--- config.mk ---
export PLATFORM = sky130hd
export DESIGN_NAME = micro_sequencer_flat
export DESIGN_NICKNAME = d
export VERILOG_FILES = /design/src/rtl/micro_sequencer_if.sv /design/src/rtl/micro_sequencer.sv /design/src/flat_wrapper.sv
export SDC_FILE = /design/constraint.sdc
export NUM_CORES = 1
export LEC_CHECK = 0
export ABC_AREA = 1
export BUFFER_PORTS_ARGS = -buffer_cell sky130_fd_sc_hd__buf_2
export CAP_MARGIN = 15
export CORE_MARGIN = 5
export CORE_UTILIZATION = 60
export DETAILED_ROUTE_END_ITERATION = 7
export GPL_TIMING_DRIVEN = 0
export PLACE_DENSITY = 0.77
export SLEW_MARGIN = 5
export SYNTH_ARGS = -nofsm -noshare
export SYNTH_HDL_FRONTEND = slang
export SYNTH_SLANG_ARGS = --single-unit
--- constraint.sdc ---
create_clock -name clk -period 5.05 [get_ports clk]
set_input_delay 1.01 -clock clk [delete_from_list [all_inputs] [get_ports clk]]
set_output_delay 1.01 -clock clk [all_outputs]
set_load 0.02 [all_outputs]
--- src/rtl/micro_sequencer_if.sv ---
// Host/datapath-facing signal bundle of the micro-sequencer.
// Handshake: a wait-flagged microword retires on the first clock edge with done=1 and stall=0 (and no halt).
interface micro_sequencer_if #(
    parameter int WORD_W = 16,
    parameter int ADDR_W = 5,
    parameter int OPC_W  = 2,
    parameter int CNT_W  = 8
);
    localparam int CTRL_W = WORD_W - 4 - ADDR_W;

    logic              start;
    logic              halt;
    logic              stall;
    logic              done;
    logic [OPC_W-1:0]  opcode;
    logic [CNT_W-1:0]  iter_count;
    logic              wr_en;
    logic [ADDR_W-1:0] wr_addr;
    logic [WORD_W-1:0] wr_data;
    logic [CTRL_W-1:0] ctrl;
    logic [ADDR_W-1:0] upc;
    logic              busy;
    logic              instr_done;
    logic              state_dbg;

    modport master (
        output start, halt, stall, done, opcode, iter_count, wr_en, wr_addr, wr_data,
        input  ctrl, upc, busy, instr_done, state_dbg
    );

    modport slave (
        input  start, halt, stall, done, opcode, iter_count, wr_en, wr_addr, wr_data,
        output ctrl, upc, busy, instr_done, state_dbg
    );
endinterface

--- src/rtl/micro_sequencer.sv ---
// Writable micro-programmed control unit: control store, micro-PC, next-address logic
// (sequence/jump/loop/dispatch/fetch) and done-wait, driving per-cycle datapath control bits.
module micro_sequencer #(
    parameter int    WORD_W     = 16,
    parameter int    ADDR_W     = 5,
    parameter int    OPC_W      = 2,
    parameter int    DISP_SHIFT = 3,
    parameter int    CNT_W      = 8,
    parameter string INIT_FILE  = ""
) (
    input logic               clk,
    input logic               rst,
    micro_sequencer_if.slave  bus
);
    localparam int CTRL_W = WORD_W - 4 - ADDR_W;
    localparam int DEPTH  = 1 << ADDR_W;
    localparam int DISP_W = ADDR_W + OPC_W + DISP_SHIFT;

    localparam logic [2:0] OP_NEXT     = 3'b000;
    localparam logic [2:0] OP_JUMP     = 3'b001;
    localparam logic [2:0] OP_LOOP     = 3'b010;
    localparam logic [2:0] OP_DISPATCH = 3'b011;
    localparam logic [2:0] OP_FETCH    = 3'b100;

    if (CTRL_W < 1) begin : g_bad_width
        $error("micro_sequencer: WORD_W-4-ADDR_W must be at least 1");
    end
    if (INIT_FILE != "") begin : g_no_preload
        $warning("micro_sequencer: INIT_FILE preload unavailable; load microcode through the write port");
    end

    typedef enum logic [0:0] {
        IDLE = 1'b0,
        RUN  = 1'b1
    } state_t;

    state_t state_q, state_d;

    logic [WORD_W-1:0] store [DEPTH];
    logic [WORD_W-1:0] uword;
    logic [ADDR_W-1:0] upc;
    logic [CNT_W-1:0]  loop_cnt;
    logic [CNT_W-1:0]  loop_cnt_d;
    logic [ADDR_W-1:0] next_addr;
    logic [DISP_W-1:0] disp_full;
    logic [ADDR_W-1:0] disp_addr;
    logic [2:0]        op;
    logic              wait_f;
    logic [CTRL_W-1:0] ctrl_f;
    logic [ADDR_W-1:0] target;
    logic              advance;
    logic              launch;

    assign op     = uword[WORD_W-1 -: 3];
    assign wait_f = uword[WORD_W-4];
    assign ctrl_f = uword[ADDR_W +: CTRL_W];
    assign target = uword[ADDR_W-1:0];

    assign disp_full = DISP_W'(bus.opcode) << DISP_SHIFT;
    assign disp_addr = disp_full[ADDR_W-1:0];

    assign launch  = (state_q == IDLE) && bus.start && !bus.halt;
    assign advance = (state_q == RUN) && !bus.halt && !bus.stall && !(wait_f && !bus.done);

    always_comb begin
        state_d = state_q;
        case (state_q)
            IDLE:    if (bus.start && !bus.halt) state_d = RUN;
            RUN:     if (bus.halt) state_d = IDLE;
            default: state_d = IDLE;
        endcase
    end

    always_ff @(posedge clk or posedge rst) begin
        if (rst) state_q <= IDLE;
        else     state_q <= state_d;
    end

    // Opcodes 101-111 fall through to the sequential default.
    always_comb begin
        next_addr  = upc + ADDR_W'(1);
        loop_cnt_d = loop_cnt;
        case (op)
            OP_JUMP: next_addr = target;
            OP_LOOP: begin
                if (loop_cnt != '0) begin
                    next_addr  = target;
                    loop_cnt_d = loop_cnt - CNT_W'(1);
                end
            end
            OP_DISPATCH: begin
                next_addr  = disp_addr;
                loop_cnt_d = bus.iter_count;
            end
            OP_FETCH: next_addr = '0;
            default:  next_addr = upc + ADDR_W'(1);
        endcase
    end

    // uword mirrors store[upc]; a same-cycle write to the fetched address yields the old data.
    always_ff @(posedge clk or posedge rst) begin
        if (rst) begin
            upc      <= '0;
            uword    <= '0;
            loop_cnt <= '0;
        end else if (launch) begin
            upc   <= '0;
            uword <= store[0];
        end else if (advance) begin
            upc      <= next_addr;
            uword    <= store[next_addr];
            loop_cnt <= loop_cnt_d;
        end
    end

    // The store has no reset so microcode survives rst.
    always_ff @(posedge clk) begin
        if (bus.wr_en) store[bus.wr_addr] <= bus.wr_data;
    end

    assign bus.ctrl       = (state_q == RUN) ? ctrl_f : '0;
    assign bus.upc        = upc;
    assign bus.busy       = (state_q == RUN);
    assign bus.instr_done = advance && (op == OP_FETCH);
    assign bus.state_dbg  = state_q;
endmodule

--- src/flat_wrapper.sv ---
// flat-port wrapper written by rule: the top's interface ports become plain ports
module micro_sequencer_flat 
#(
    parameter int    WORD_W     = 16,
    parameter int    ADDR_W     = 5,
    parameter int    OPC_W      = 2,
    parameter int    DISP_SHIFT = 3,
    parameter int    CNT_W      = 8,
    parameter string INIT_FILE  = ""
)
  (clk, rst, bus_start, bus_halt, bus_stall, bus_done, bus_opcode, bus_iter_count, bus_wr_en, bus_wr_addr, bus_wr_data, bus_ctrl, bus_upc, bus_busy, bus_instr_done, bus_state_dbg);
  micro_sequencer_if #(.WORD_W(WORD_W), .ADDR_W(ADDR_W), .OPC_W(OPC_W), .CNT_W(CNT_W)) bus_i ();
  input logic clk;
  input logic rst;
  input wire logic [$bits(bus_i.start)-1:0] bus_start;
  input wire logic [$bits(bus_i.halt)-1:0] bus_halt;
  input wire logic [$bits(bus_i.stall)-1:0] bus_stall;
  input wire logic [$bits(bus_i.done)-1:0] bus_done;
  input wire logic [$bits(bus_i.opcode)-1:0] bus_opcode;
  input wire logic [$bits(bus_i.iter_count)-1:0] bus_iter_count;
  input wire logic [$bits(bus_i.wr_en)-1:0] bus_wr_en;
  input wire logic [$bits(bus_i.wr_addr)-1:0] bus_wr_addr;
  input wire logic [$bits(bus_i.wr_data)-1:0] bus_wr_data;
  output wire logic [$bits(bus_i.ctrl)-1:0] bus_ctrl;
  output wire logic [$bits(bus_i.upc)-1:0] bus_upc;
  output wire logic [$bits(bus_i.busy)-1:0] bus_busy;
  output wire logic [$bits(bus_i.instr_done)-1:0] bus_instr_done;
  output wire logic [$bits(bus_i.state_dbg)-1:0] bus_state_dbg;
  assign bus_i.start = bus_start;
  assign bus_i.halt = bus_halt;
  assign bus_i.stall = bus_stall;
  assign bus_i.done = bus_done;
  assign bus_i.opcode = bus_opcode;
  assign bus_i.iter_count = bus_iter_count;
  assign bus_i.wr_en = bus_wr_en;
  assign bus_i.wr_addr = bus_wr_addr;
  assign bus_i.wr_data = bus_wr_data;
  assign bus_ctrl = bus_i.ctrl;
  assign bus_upc = bus_i.upc;
  assign bus_busy = bus_i.busy;
  assign bus_instr_done = bus_i.instr_done;
  assign bus_state_dbg = bus_i.state_dbg;
  micro_sequencer #(.WORD_W(WORD_W), .ADDR_W(ADDR_W), .OPC_W(OPC_W), .DISP_SHIFT(DISP_SHIFT), .CNT_W(CNT_W), .INIT_FILE(INIT_FILE)) u_core (.clk(clk), .rst(rst), .bus(bus_i));
endmodule
==> results.cfg <==
[floorplanning]
fp.dieH_um = 211.0
start_util_pct = 60.84
fp.dieW_um = 211.0
io_pins = 53
core-area_um2 = 39820
placementRows = 73
die-area_um2 = 44500

[worst_setup_path]
worst-r2r-cell-count = 15
worstSetupEndpointType = output port
start_kind = flop
worstSetupPathType = reg -> out
r2r_slack_ns = 1.60
r2r-end = u_core.uword[7]
crit_required_ns = 4.04
r2r_start = u_core.loop_cnt[0]
worstPathArrival_ns = 2.77
cp_max_fo = 10

[synthesis]
seq_area_frac_synth_pct = 66.55
async_flop_share_pct = 5.535
synth-edff-count = 512
postSynthAreaPerCell_um2 = 10.61
yosys.area.top_type = edfxtp_1
yosys_warnings = 0
synth_top_area_share_pct = 63.45
syn-cell-area_um2 = 24230
synth_ff_type = edfxtp_1
ys_ff_latch = 542
postSynthCellCount = 2284
synthTopCellsByArea = edfxtp_1 63%, nand3_1 13%, nand2_1 7.3%, inv_1 4.8%, dfrtp_1 3.1%
ys_types = 30
synth_nets = 2324

[layout]
nets = 2459
fillers = 2878
fin_cells = 2987
insertedDiodeCount = 0
post_route_cells_drive_above_1_share_pct = 13.36
syn2layout_area_growth_pct = 12.97

[cts]
clockRootBuffer = clkbuf_16
cts.repair.resized = 0
cts_setup_buffers = 0
clk_pin_slew_ns = 0.06
clk_latency_ns = 0.61
hold_buffers = 0
clock_sinks = 542
h-tree-depth = 2
cts_tree = done
cts-buffers-inserted = 55
clockBufferDepth = 3

[detailed_routing]
drc = 0
wl_mm = 73.70
final_antenna_net_count = 0
vias_per_cell = 6.130
drt_first_pass_iters = 8
avgRoutedWirePerCell_um = 24.67
drt_iter0_markers = 3100
vias = 18310

[job]
drv_cap = 0

[timing]
fin_skew_ns = 0.01965
slew_headroom_pct = 32.90
min_period_over_period_pct = 74.95
setup_violations = 0
worst_pin_slew_ns = 1.005
finalCriticalPeriod_ns = 3.785
grt_setup_unrepaired = no
final.setup.tns_ns = 0
hold_viol_final = 0
fmax_mhz = 264.2
slew_violations = 0

[hold_path]
worstHoldPathType = in -> async

[run_status]
outcome = finished, final reports clean

[pwr]
p_leak_uw = 0.01122
ir_drop_mv = 0.3704
powerDensity_nw_per_um2 = 606.2

[global_routing]
grt_overflow_total = 0
grt_antenna_before_repair = 2
grt_max_degree = 33
grt.total_usage_pct = 33.00
grt_pass1_wl_mm = 108.2
grt_pass1_vias = 17520

[placement]
gp_congestion = 0.9940
io_buffers = 52
dp_cells = 2887
place_hpwl_mm = 50.16
power breakdown:
part	leakage [uW]	total [uW]	switching (uW)	internal, uW
clock	0.000864	4020	1690	2330
sequential	0.00498	5140	80.9	5060
combinational	0.00537	7420	5270	2160
worst max-delay path, stage by stage (launching register included):
cell,delay (ns)
dfrtp_1,0.37
buf_2,0.19
inv_1,0.07
nor2_1,0.08
inv_1,0.07
nor3_2,0.56
inv_2,0.23
clkbuf_1,0.27
nor2_1,0.16
buf_2,0.18
metal layers:
| layer | global-route usage [%] | up-vias | routed length (um) |
|---|---|---|---|
| met3 | 8.124 | 227 | 10550 |
| li1 | - | 8047 | - |
| met1 | 45.91 | 8656 | 26640 |
| met2 | 51.08 | 1376 | 33150 |
| met4 | 12.65 | 4 | 3335 |
| met5 | 0 | - | 26 |
cell type report:
cell class	count	area (um^2)	area share [%]
tap	525	656.9	2.400
multi-input combinational	1282	6162	22.51
inverter	318	1194	4.361
timing repair buffer	78	649.4	2.372
clock inverter	34	315.3	1.152
clock buffer	66	1448	5.289
sequential	542	16130	58.91
buffer	142	820.8	2.999
synth_stat cells, drive strengths merged (5+ instances only):
cell,n
nand3b,90
clkbuf,17
nand3,613
o22ai,10
xor2,6
dfrtp,30
o21ai,27
edfxtp,512
o211ai,5
buf,125
nor2,46
nand2,477
inv,317
sequential cells by signal, indices dropped and copies added (netlist names):
name / count
u_core.bus.busy: 1
u_core.uword: 16
u_core.loop_cnt: 8
u_core.store: 512
u_core.bus.upc: 5
how the worst max path moves through the flow:
stage,startpoint,end,slack [ns]
detailed placement,bus_halt,bus_instr_done,1.44
finish,u_core.bus.busy,bus_instr_done,1.27
global placement,bus_halt,bus_instr_done,1.44
CTS,u_core.bus.busy,bus_instr_done,1.32
global route,u_core.bus.busy,bus_instr_done,1.08
floorplan,bus_halt,bus_instr_done,1.92
per-stage QoR:
stage               instance area [um^2]  hold WS [ns]  total power (uW)  util [%]  setup WS, ns
finish                             27370        0.5177             16590     68.73         1.265
global route                       27370        0.5725             17240     68.73         1.083
CTS                                27370        0.5224             16320     68.73         1.316
detailed placement                 25610        0.5215             12330     64.31         1.435
global placement                   25150        0.4952             12130     63.15         1.442
floorplan                          24230        0.4749              9814         -         1.915
kinds of logic (layout without fill, tap and decap cells):
| logic type | count (synthesis) | after routing | share of synthesized area (%) |
|---|---|---|---|
| and+or+nand+nor | 1229 | 1229 | 23.74 |
| adders and majority gates | 2 | 2 | 0.1033 |
| AOI/OAI and AO/OA | 45 | 45 | 1.069 |
| xor gates and xnor gates | 6 | 6 | 0.2169 |
| DFF | 542 | 542 | 66.55 |
| buffers and inverters | 460 | 638 | 8.314 |
cell usage in the layout (no fill, tap or decap), types with 2 or more instances in the layout:
cell	instances
a21oi_1	2
buf_1	3
buf_16	2
buf_2	141
buf_4	23
buf_6	13
buf_8	21
bufinv_16	6
clkbuf_1	25
clkbuf_16	55
clkbuf_8	3
clkinv_1	15
clkinv_2	10
clkinvlp_4	2
dfrtp_1	30
edfxtp_1	512
ha_1	2
inv_1	307
inv_2	10
nand2_1	473
nand2_2	4
nand3_1	612
nand3b_1	90
nor2_1	13
nor2_2	33
o211ai_1	4
o21ai_0	22
o21ai_1	5
o22ai_1	10
xor2_1	6
Note: power is estimated with default switching activity, not from simulation.
